==> src/rtl/fpga_boot_copier_if.sv <==
// Bus bundle for the boot copier: bootrom macro port (CEN/A/Q) plus the L2 TCDM-style write port.
// The copier drives it through the master modport; ROM and interconnect sit on the slave side.
interface fpga_boot_copier_if #(
   parameter int ROM_ADDR_WIDTH = 10,
   parameter int DATA_WIDTH     = 32,
   parameter int DST_ADDR_WIDTH = 32
);
   logic                        CEN;
   logic [ROM_ADDR_WIDTH-1:0]   A;
   logic [DATA_WIDTH-1:0]       Q;
   logic                        req_o;
   logic                        gnt_i;
   logic                        we_o;
   logic [DST_ADDR_WIDTH-1:0]   addr_o;
   logic [DATA_WIDTH-1:0]       wdata_o;
   logic [DATA_WIDTH/8-1:0]     be_o;

   modport master (
      output CEN, A, req_o, we_o, addr_o, wdata_o, be_o,
      input  Q, gnt_i
   );

   modport slave (
      input  CEN, A, req_o, we_o, addr_o, wdata_o, be_o,
      output Q, gnt_i
   );
endinterface

==> src/rtl/fpga_boot_copier.sv <==
// Copies a block of bootrom words into L2 before the core leaves its boot trap.
// Keeps one ROM word prefetched so a granted write can be followed by the next one every cycle.
//
// state   | meaning
// --------+-------------------------------------------------------------
// S_IDLE  | waiting for start_i; captures src/dst/len
// S_FETCH | first ROM read issued
// S_LOAD  | first word latched from Q; second read issued if any remain
// S_WRITE | write request held until granted; next word taken from Q
// S_DONE  | one-cycle completion pulse
module fpga_boot_copier #(
   parameter int ROM_ADDR_WIDTH = 10,
   parameter int DATA_WIDTH     = 32,
   parameter int DST_ADDR_WIDTH = 32,
   parameter int LEN_WIDTH      = 16
) (
   input  logic                       CLK,
   input  logic                       RSTN,
   input  logic                       start_i,
   input  logic [ROM_ADDR_WIDTH-1:0]  src_base_i,
   input  logic [DST_ADDR_WIDTH-1:0]  dst_base_i,
   input  logic [LEN_WIDTH-1:0]       len_i,
   output logic                       busy_o,
   output logic                       done_o,
   fpga_boot_copier_if.master         bus
);
   typedef enum logic [2:0] {S_IDLE, S_FETCH, S_LOAD, S_WRITE, S_DONE} state_e;

   localparam logic [DST_ADDR_WIDTH-1:0] STRIDE = DST_ADDR_WIDTH'(DATA_WIDTH / 8);
   localparam logic [LEN_WIDTH-1:0]      ONE    = LEN_WIDTH'(1);

   state_e                      state_q, state_d;
   logic [ROM_ADDR_WIDTH-1:0]   src_q, src_d;
   logic [DST_ADDR_WIDTH-1:0]   addr_q, addr_d;
   logic [DATA_WIDTH-1:0]       wdata_q, wdata_d;
   logic [LEN_WIDTH-1:0]        len_q, len_d;
   logic [LEN_WIDTH-1:0]        rd_idx_q, rd_idx_d;
   logic [LEN_WIDTH-1:0]        wr_cnt_q, wr_cnt_d;
   logic                        pf_valid_q, pf_valid_d;
   logic                        cen;
   logic                        req;
   logic                        rd_more;

   assign rd_more = (rd_idx_q < len_q);

   always_comb begin
      state_d    = state_q;
      src_d      = src_q;
      addr_d     = addr_q;
      wdata_d    = wdata_q;
      len_d      = len_q;
      rd_idx_d   = rd_idx_q;
      wr_cnt_d   = wr_cnt_q;
      pf_valid_d = pf_valid_q;
      cen        = 1'b1;
      req        = 1'b0;
      unique case (state_q)
         S_IDLE: begin
            if (start_i) begin
               src_d      = src_base_i;
               addr_d     = dst_base_i;
               len_d      = len_i;
               rd_idx_d   = '0;
               wr_cnt_d   = '0;
               pf_valid_d = 1'b0;
               state_d    = (len_i == '0) ? S_DONE : S_FETCH;
            end
         end
         S_FETCH: begin
            cen      = 1'b0;
            rd_idx_d = rd_idx_q + ONE;
            state_d  = S_LOAD;
         end
         S_LOAD: begin
            wdata_d = bus.Q;
            if (rd_more) begin
               cen        = 1'b0;
               rd_idx_d   = rd_idx_q + ONE;
               pf_valid_d = 1'b1;
            end
            state_d = S_WRITE;
         end
         S_WRITE: begin
            req = 1'b1;
            // CEN stays high while stalled so the prefetched word on Q is not overwritten.
            if (bus.gnt_i) begin
               if (wr_cnt_q + ONE == len_q) begin
                  pf_valid_d = 1'b0;
                  state_d    = S_DONE;
               end else begin
                  wr_cnt_d   = wr_cnt_q + ONE;
                  addr_d     = addr_q + STRIDE;
                  wdata_d    = bus.Q;
                  pf_valid_d = rd_more;
                  if (rd_more) begin
                     cen      = 1'b0;
                     rd_idx_d = rd_idx_q + ONE;
                  end
               end
            end
         end
         S_DONE: begin
            state_d = S_IDLE;
         end
         default: begin
            state_d = S_IDLE;
         end
      endcase
   end

   always_ff @(posedge CLK or negedge RSTN) begin
      if (!RSTN) begin
         state_q    <= S_IDLE;
         src_q      <= '0;
         addr_q     <= '0;
         wdata_q    <= '0;
         len_q      <= '0;
         rd_idx_q   <= '0;
         wr_cnt_q   <= '0;
         pf_valid_q <= 1'b0;
      end else begin
         state_q    <= state_d;
         src_q      <= src_d;
         addr_q     <= addr_d;
         wdata_q    <= wdata_d;
         len_q      <= len_d;
         rd_idx_q   <= rd_idx_d;
         wr_cnt_q   <= wr_cnt_d;
         pf_valid_q <= pf_valid_d;
      end
   end

   // ROM address wraps naturally at ROM_ADDR_WIDTH bits.
   assign bus.A       = src_q + ROM_ADDR_WIDTH'(rd_idx_q);
   assign bus.CEN     = cen;
   assign bus.req_o   = req;
   assign bus.we_o    = req;
   assign bus.addr_o  = addr_q;
   assign bus.wdata_o = wdata_q;
   assign bus.be_o    = '1;
   assign busy_o      = (state_q != S_IDLE);
   assign done_o      = (state_q == S_DONE);
endmodule

==> src/flat_wrapper.sv <==
// flat-port wrapper written by rule: the top's interface ports become plain ports
module fpga_boot_copier_flat 
#(
   parameter int ROM_ADDR_WIDTH = 10,
   parameter int DATA_WIDTH     = 32,
   parameter int DST_ADDR_WIDTH = 32,
   parameter int LEN_WIDTH      = 16
)
  (CLK, RSTN, start_i, src_base_i, dst_base_i, len_i, busy_o, done_o, bus_CEN, bus_A, bus_req_o, bus_we_o, bus_addr_o, bus_wdata_o, bus_be_o, bus_Q, bus_gnt_i);
  fpga_boot_copier_if #(.ROM_ADDR_WIDTH(ROM_ADDR_WIDTH), .DATA_WIDTH(DATA_WIDTH), .DST_ADDR_WIDTH(DST_ADDR_WIDTH)) bus_i ();
  input  logic CLK;
  input  logic RSTN;
  input  logic start_i;
  input  logic [ROM_ADDR_WIDTH-1:0] src_base_i;
  input  logic [DST_ADDR_WIDTH-1:0] dst_base_i;
  input  logic [LEN_WIDTH-1:0] len_i;
  output logic busy_o;
  output logic done_o;
  output wire logic [$bits(bus_i.CEN)-1:0] bus_CEN;
  output wire logic [$bits(bus_i.A)-1:0] bus_A;
  output wire logic [$bits(bus_i.req_o)-1:0] bus_req_o;
  output wire logic [$bits(bus_i.we_o)-1:0] bus_we_o;
  output wire logic [$bits(bus_i.addr_o)-1:0] bus_addr_o;
  output wire logic [$bits(bus_i.wdata_o)-1:0] bus_wdata_o;
  output wire logic [$bits(bus_i.be_o)-1:0] bus_be_o;
  input wire logic [$bits(bus_i.Q)-1:0] bus_Q;
  input wire logic [$bits(bus_i.gnt_i)-1:0] bus_gnt_i;
  assign bus_CEN = bus_i.CEN;
  assign bus_A = bus_i.A;
  assign bus_req_o = bus_i.req_o;
  assign bus_we_o = bus_i.we_o;
  assign bus_addr_o = bus_i.addr_o;
  assign bus_wdata_o = bus_i.wdata_o;
  assign bus_be_o = bus_i.be_o;
  assign bus_i.Q = bus_Q;
  assign bus_i.gnt_i = bus_gnt_i;
  fpga_boot_copier #(.ROM_ADDR_WIDTH(ROM_ADDR_WIDTH), .DATA_WIDTH(DATA_WIDTH), .DST_ADDR_WIDTH(DST_ADDR_WIDTH), .LEN_WIDTH(LEN_WIDTH)) u_core (.CLK(CLK), .RSTN(RSTN), .start_i(start_i), .src_base_i(src_base_i), .dst_base_i(dst_base_i), .len_i(len_i), .busy_o(busy_o), .done_o(done_o), .bus(bus_i));
endmodule
==> config.mk <==
export PLATFORM = sky130hd
export DESIGN_NAME = fpga_boot_copier_flat
export DESIGN_NICKNAME = d
export VERILOG_FILES = /design/src/rtl/fpga_boot_copier_if.sv /design/src/rtl/fpga_boot_copier.sv /design/src/flat_wrapper.sv
export SDC_FILE = /design/constraint.sdc
export NUM_CORES = 1
export LEC_CHECK = 0
export CAP_MARGIN = 40
export CORE_MARGIN = 5
export CORE_UTILIZATION = 46
export CTS_CLUSTER_DIAMETER = 50
export CTS_CLUSTER_SIZE = 24
export DETAILED_ROUTE_END_ITERATION = 8
export PLACE_DENSITY = 0.78
export SLEW_MARGIN = 30
export SYNTH_ARGS = -nofsm -noshare
export SYNTH_HDL_FRONTEND = slang
export SYNTH_SLANG_ARGS = --single-unit
==> constraint.sdc <==
create_clock -name CLK -period 3.1 [get_ports CLK]
set_input_delay 0.775 -clock CLK [delete_from_list [all_inputs] [get_ports CLK]]
set_output_delay 0.775 -clock CLK [all_outputs]
set_load 0.03 [all_outputs]
# Word-level counts from Yosys, hierarchy flattened
# Cells that the tools add are included.
# Widths: inputs -> output; s select.
# totals
out_inout_bits,83
ff_bits,125
elab_cells,57
inputBits,94
# classes
addsub,4
muxes,25
magnitude_cmp,1
n_eq_ne,9
reduce_logical,11
# op_table
cell,count
$mux 32,5
$pmux 32 s2,2
$mux 16,6
$pmux 16 s4,1
$add 16x1->16 const B,2
$add 32x3->32 const B,1
$pmux 16 s2,1
$eq 16x16->1,1
$logic_not 16->1,1
$lt 16x16->1,1
$mux 3,4
$pmux 3 s4,1
$add 10x10->10,1
$reduce_and 4->1,2
$eq 3x2->1 const B,2
$ne 2x2->1 const B,3
$reduce_and 3->1,2
$mux 1,4
$reduce_bool 2->1,2
$reduce_bool 4->1,1
$eq 3x1->1 const B,1
$eq 3x3->1 const B,1
$logic_not 3->1,1
$pmux 1 s3,1
3 further kinds,3

# Logic depth before layout (Yosys ltp)
# Gate-level depths: netlist of the first run.
# depth
depth_word,5
mapped_depth,12
depth_no_buf,11

# Worst setup path after synthesis of the first run
# Ideal clock, no wire load.
# synth_path
path_kind,flip-flop to output port
from,register u_core.wr_cnt_q[0]
to,output port bus_CEN
n_path_buf,1
t_arrival_ns,2.486
t_required_ns,2.325
path_stages_with_launch,10
slack_ns,-0.161
path_cell_list,dfrtp_1 ha_1 and3_1 buf_4 xnor2_1 or3_4 a2111oi_4 a31oi_2 nand2b_1 nand3_1
# synth_via
elab_chain_cells,5
# synth_lines
item,line_no,rtl
start: declaration,fpga_boot_copier.sv:38,"logic [LEN_WIDTH-1:0] wr_cnt_q, wr_cnt_d;"
start signal: assignment,fpga_boot_copier.sv:128,wr_cnt_q <= wr_cnt_d;
$add 16x1->16,fpga_boot_copier.sv:87,if (wr_cnt_q + ONE == len_q) begin
$eq 16x16->1,fpga_boot_copier.sv:87,
$mux 1,fpga_boot_copier.sv:87,
$mux 1,fpga_boot_copier.sv:86,if (bus.gnt_i) begin
$pmux 1 s3,fpga_boot_copier.sv:57,unique case (state_q)
end: declaration,flat_wrapper.sv:19,output wire logic [$bits(bus_i.CEN)-1:0] bus_CEN;
# Every way passes these cells.

# Final worst setup path of the first run
# layout_path
from,register u_core.wr_cnt_q[5]
to,output port bus_CEN
# Same word-level chain as after synthesis.

==> results.cfg, run 1 <==
[run_status]
outcome = complete, but fails checks
violations = negative setup slack

[global_route]
grt_overflow = 0
grt.total_usage = 0.231
antenna_found_initial = 0
grt_max_degree = 50
grt_pass1_vias = 6751
grt_pass1_wl_um = 34100

[logic_synthesis]
syn_area_um2 = 7290
ys_ff_latch = 125
synthMuxAreaShare = 0.0645
synth_fa_ha_area_frac = 0.0491
synthArstFlopShare = 1.00
synth_top_family_by_area = simple AND/OR/NAND/NOR gates
ys_types = 66
synth_top_cell_by_area = dfrtp_1
netlist_top_cells_area = dfrtp_1 43%, mux2_2 4.9%, ha_1 4.6%
synth.avg_cell_area_um2 = 9.29
ys_top_cells_by_count = 125 x dfrtp_1, 90 x nand2_1, 57 x o21ai_0
yosysWarningCount = 0
synth-seq-area-share = 0.429
yosysMostFrequentCell = dfrtp_1
synth_top_area_share = 0.429
synth_compound_area_frac = 0.158
synth_xor_area_frac = 0.0511
syn-instance-count = 785
yosys.area_share.simple = 0.198
synthFlopType = dfrtp_1
synth_edf_count = 0

[sta]
layout_setup_ws_ns = -0.318
holdWs_ns = 0.403
worstMarginPinSlew_ns = 0.698
report.final.slew_viol_count = 0
maxSlewHeadroom = 0.534
hold_viol_final = 0
period_share = 1.10
max_freq_mhz = 293
rsz0062_at_grt = true
finalSetupViolations = 3
min_period_ns = 3.42
skew_ns = 0.00806

[power_and_ir_drop]
ir_worst_vdd_mv = 0.835
p_per_area_nw_per_um2 = 1090
total_power_w = 0.0112
p_leak_nw = 4.39

[clock_network]
clock_sinks = 125
clkTransAtPathRegs_ns = 0.06
cts-htree-levels = 4
cts_tree = built
cts.hold.buffers_added = 0
clockBufferDepth = 2
cts_buffers = 17
clk_latency_ns = 0.42
clock-root-buffer = clkbuf_16

[routing]
drt_first_pass_iters = 5
drt_iter0_drc = 478
via_per_inst = 5.58
antenna_left = 0
drc = 0
routedWlPerCell_um = 17.9
num_vias = 6827
wirelength_um = 21900

[placement]
place_inst = 1181
place.gp.congestion = 0.907
placed_cell_area_um2 = 9490
dp_hpwl_um = 15500
pre_cts_slack_ns = 0.0623
io_buffers = 172

[die]
fp-row-count = 46
core-area_um2 = 15700
dieHeight_um = 136
die_x_um = 136
start_util = 0.464
die_area_um2 = 18500
io_pins = 177

[job]
maxCapViolations = 0

[setup_path]
worstPathRequired_ns = 2.32
path_buf_inv = 2
startpoint_type = register
critPathSlowestCell = dfrtp_1
path_cells = buf_4 -> xor2_1 -> xnor2_1 -> nand3_1 -> a2111oi_4 -> a31oi_4 -> nand2b_4 -> nand3_4 -> buf_6
arrival_ns = 2.64
criticalPathCategory = register to output pin
endpoint_kind = output pin
cp_top_family = compound AO/OA/AOI/OAI gates
crit_fanout = 4
max_stage_delay_ns = 0.46

[layout]
design_area_um2 = 10300
drive_gt1_frac = 0.185
num-nets-final = 1118
fin_cells = 1224
areaGrowthSynthToFinish_pct = 41.1
diodes = 0

[min_path]
hp-class = input pin to asynchronous set/reset pin
-- cells by family (layout without fill, tap and decap cells) --
kind of cell | count (synthesis) | count (layout)
simple gates | 290 | 290
compound gates | 179 | 179
flops | 125 | 125
buf+inv | 78 | 298
mux | 43 | 43
xor+xnor | 41 | 41
fa+ha+maj | 28 | 28
other cells | 1 | 4
-- layout by cell type, fill, tap and decap left out, types with 4 or more instances in the layout --
cell	synthesis	layout
mux2_2	32	32
nand4_1	23	23
dfrtp_1	125	119
a21oi_2	1	6
clkbuf_16	0	17
a31oi_1	7	7
clkinvlp_4	0	5
buf_4	8	69
inv_1	29	28
a21oi_1	41	36
xnor2_1	25	23
mux2i_1	11	11
xor2_1	15	15
nor4_1	15	13
dfrtp_2	0	6
o21ai_0	57	53
nand2_1	90	90
ha_1	27	25
nor2_1	47	47
o211ai_1	4	4
conb_1	1	4
o21a_1	4	4
a41oi_1	5	5
nand2b_1	6	5
a22oi_1	6	6
a21o_1	10	10
nand3_1	52	50
o22ai_1	16	16
clkdlybuf4s50_1	0	160
o41ai_1	5	5
and2_1	8	7
nor3_1	8	7
and3_1	17	16
-- where the power goes --
group | switching, W | internal [W]
Clock | 0.000772 | 0.00119
Sequential | 0.000683 | 0.00235
Combinational | 0.00354 | 0.00272
Total | 0.00499 | 0.00625
-- state kept, by name, summed over array words and instances (netlist names) --
name	cells
u_core.wr_cnt_q	16
u_core.len_q	16
u_core.bus.wdata_o	32
u_core.state_q	3
u_core.rd_idx_q	16
u_core.src_q	10
u_core.bus.addr_o	32
-- per-layer routing --
metal  track usage  routed length (µm)  share of wire  up-vias
li1              -                   -              -     3264
met1         0.283                8770           0.40     3278
met2         0.392               11100           0.51      231
met3        0.0651                1350          0.062       54
met4        0.0784                 632          0.029        0
met5             0                   0              0        -
-- final timing paths --
check / start / to / slack (ns) / cells past startpoint
worst max-delay path: u_core.wr_cnt_q[5]$_DFFE_PN0P_ / bus_CEN / -0.32 / 9
worst max register to register: u_core.wr_cnt_q[5]$_DFFE_PN0P_ / u_core.bus.wdata_o[20]$_DFFE_PN0P_ / 0.01 / 11
worst min-delay path: RSTN / u_core.rd_idx_q[8]$_DFFE_PN0P_ / 0.40 / 1
min in group CLK: u_core.bus.addr_o[0]$_DFFE_PN0P_ / u_core.bus.addr_o[0]$_DFFE_PN0P_ / 0.47 / 2
worst min register to register: u_core.bus.addr_o[0]$_DFFE_PN0P_ / u_core.bus.addr_o[0]$_DFFE_PN0P_ / 0.47 / 2
max in group asynchronous: RSTN / u_core.bus.addr_o[29]$_DFFE_PN0P_ / 1.96 / 2
-- metrics by stage --
step | util | setup TNS [ns]
after floorplan | - | 0
after CTS | 0.645 | -0.502
after global placement | 0.604 | 0
final | 0.655 | -0.634
after detailed placement | 0.604 | 0
after global routing | 0.655 | -4.01
-- area by class of cell --
class / count / area [µm²]
inverter: 30 / 113
clock inverter: 12 / 141
fill: 1261 / 5420
sequential: 125 / 3140
timing repair buffer: 237 / 2210
clock buffer: 19 / 433
multi-input combinational: 585 / 3980
tap: 216 / 270
-- timing repair --
| item | in CTS | in global routing |
|---|---|---|
| setup buffers | 5 | 8 |
| pin swaps | 12 | 23 |
| endpoints found under the hold margin | 0 | 0 |
| resized for setup | 22 | 26 |
| setup endpoints to repair | 8 | 44 |
Power figures use the tool's default switching activity.
==> run 2, diff against run 1 <==
--- a/config.mk
+++ b/config.mk
@@ -6,7 +6,7 @@
 export NUM_CORES = 1
 export LEC_CHECK = 0
 export CAP_MARGIN = 40
-export CORE_MARGIN = 5
+export CORE_MARGIN = 2
 export CORE_UTILIZATION = 46
 export CTS_CLUSTER_DIAMETER = 50
 export CTS_CLUSTER_SIZE = 24
==> run 2 against run 1 <==
Net effect:
- the flow still finishes with violations (negative setup slack)
- clock skew up 0.0030 ns
- maximum frequency up 2.1%
- sequential power about the same
- clock-buffer cell count down 1
- combinational power about the same
- global-route usage up 1.9 points
- cell count down 0.41%
- hold slack worse by 0.035 ns
- sequential share of layout area up 0.081 points
- critical path depth up 1
- first-iteration DRC count down 23%
- critical endpoint unchanged
- highest routed layer unchanged
==> results.cfg, run 2 (same netlist as run 1, synthesis figures left out) <==
[run_status]
outcome = complete, but fails checks
violations = negative setup slack

[layout]
n_fill_cell = 1283
final_cell_mix = 160 x clkdlybuf4s50_1, 123 x dfrtp_1, 90 x nand2_1
seq_area_um2 = 3130
layout_commonest_cell = clkdlybuf4s50_1
multi_input_area_um2 = 3970
drive_gt1_frac = 0.175
diodes = 0
design_area_um2 = 10200
num-nets-final = 1112
final_util = 0.652
areaGrowthSynthToFinish_pct = 40.5

[clock_network]
clk_latency_ns = 0.42
clkTransAtPathRegs_ns = 0.06
cts_tree = built
clock-root-buffer = clkbuf_16
cts_buffers = 17
clock_sinks = 125
cts.hold.buffers_added = 0
clockBufferDepth = 2
cts-htree-levels = 4

[power_and_ir_drop]
power_frac_clock = 0.172
p_per_area_nw_per_um2 = 1100
power_frac_seq = 0.271
total_power_w = 0.0112
comb_power_share = 0.557
p_sw_w = 0.00501
ir_worst_vdd_mv = 1.11
p_leak_nw = 4.38
swShare = 0.446
internal_power_w = 0.00623

[setup_path]
r2r-start = u_core.wr_cnt_q[5]$_DFFE_PN0P_
endpoint = bus_CEN
worstPathRequired_ns = 2.32
cp-startpoint = u_core.wr_cnt_q[5]$_DFFE_PN0P_
r2r_end = u_core.bus.wdata_o[10]$_DFFE_PN0P_
startpoint_type = register
reg2regPathDepth = 12
arrival_ns = 2.57
criticalPathCategory = register to output pin
endpoint_kind = output pin
r2r_slack_ns = 0.10
crit_fanout = 4

[die]
start_util = 0.464
dieHeight_um = 130
io_pins = 177
die_x_um = 130
core-area_um2 = 15700
fp-row-count = 46
die_area_um2 = 16900

[sta]
maxSlewHeadroom = 0.603
max_freq_mhz = 299
layout_setup_ws_ns = -0.248
min_period_ns = 3.35
worstMarginPinSlew_ns = 0.595
skew_ns = 0.0111
report.final.slew_viol_count = 0
hold_viol_final = 0
period_share = 1.08
setup_tns_ns = -0.468
finalSetupViolations = 3
rsz0062_at_grt = true

[placement]
placed_cell_area_um2 = 9480
dp_hpwl_um = 15100
io_buffers = 172
place.gp.congestion = 0.904

[routing]
routedWlPerCell_um = 17.2
via_per_inst = 5.59
drc = 0
drt_first_pass_iters = 5
wirelength_um = 21000
antenna_left = 0
drt_iter0_drc = 367
num_vias = 6820

[global_route]
grt_max_degree = 56
grt_pass1_vias = 6778
grt.total_usage = 0.250
antenna_found_initial = 0
grt_pass1_wl_um = 33200
grt_overflow = 0

[job]
maxCapViolations = 0

[min_path]
hp-class = input pin to asynchronous set/reset pin
[run 2: cell count changes in the layout (fill, tap and decap cells not counted), sizes merged]
| cell | delta |
|---|---|
| clkinvlp | -2 |
| clkinv | +1 |
| inv | +4 |
| clkbuf | -1 |
| buf | -5 |
| bufinv | -1 |
| dlygate4sd2 | -1 |
[run 2: metrics by stage]
step	std cells	hold WS, ns	worst slack, ns
after floorplan	788	0.450	0.000311
after global placement	1177	0.459	0.0824
after detailed placement	1177	0.466	0.0671
after CTS	1217	0.371	-0.225
after global routing	1219	0.407	-0.365
final	1219	0.368	-0.248
[run 2: how the worst min path moves through the flow]
stage                                           startpoint                                 to  slack (ns)  depth (start not counted)
after floorplan                u_core.src_q[0]$_DFFE_PN0P_        u_core.src_q[0]$_DFFE_PN0P_        0.45                          2
after global placement    u_core.bus.addr_o[0]$_DFFE_PN0P_   u_core.bus.addr_o[0]$_DFFE_PN0P_        0.46                          2
after detailed placement  u_core.bus.addr_o[1]$_DFFE_PN0P_   u_core.bus.addr_o[1]$_DFFE_PN0P_        0.47                          2
after CTS                                             RSTN  u_core.bus.addr_o[13]$_DFFE_PN0P_        0.37                          1
after global routing                                  RSTN  u_core.bus.addr_o[13]$_DFFE_PN0P_        0.41                          1
final                                                 RSTN  u_core.bus.addr_o[13]$_DFFE_PN0P_        0.37                          1
[run 2: power by group through the flow]
stage                     logic (W)  registers [W]  clock network, W
after floorplan             0.00304        0.00371                 0
after global placement      0.00598        0.00298                 0
after detailed placement    0.00607        0.00303                 0
after CTS                   0.00620        0.00302           0.00196
after global routing        0.00677        0.00314           0.00202
final                       0.00626        0.00304           0.00194
[run 2: area by class of cell]
cell class                      count  area share
Clock buffer                       18      0.0429
Clock inverter                     14      0.0129
Inverter                           30      0.0110
Multi-Input combinational cell    585       0.387
Sequential cell                   125       0.306
Tap cell                          216      0.0264
Timing Repair Buffer              231       0.214
[run 2: per-layer routing]
layer | GRT usage | vias to the layer above | routed length (µm)
met3 | 0.0496 | 44 | 1130
met2 | 0.423 | 227 | 10500
li1 | - | 3244 | -
met4 | 0.103 | 0 | 527
met5 | 0 | - | 0
met1 | 0.315 | 3305 | 8780
[run 2: worst max-delay path, cell delays in order (launching register included)]
cell and delay, ns:
dfrtp_1 0.46, buf_4 0.18, and3_1 0.22, nand3_1 0.13, or4_1 0.41, o211ai_1 0.11, buf_4 0.17, a31oi_4 0.09
nand2b_4 0.18, nand3_4 0.08, buf_6 0.13
[run 2: repair_timing]
| item | 4_1_cts | 5_1_grt |
|---|---|---|
| buffers inserted | 8 | 4 |
| pin swaps | 20 | 16 |
| gates resized for setup | 31 | 15 |
| setup endpoints to repair | 8 | 47 |
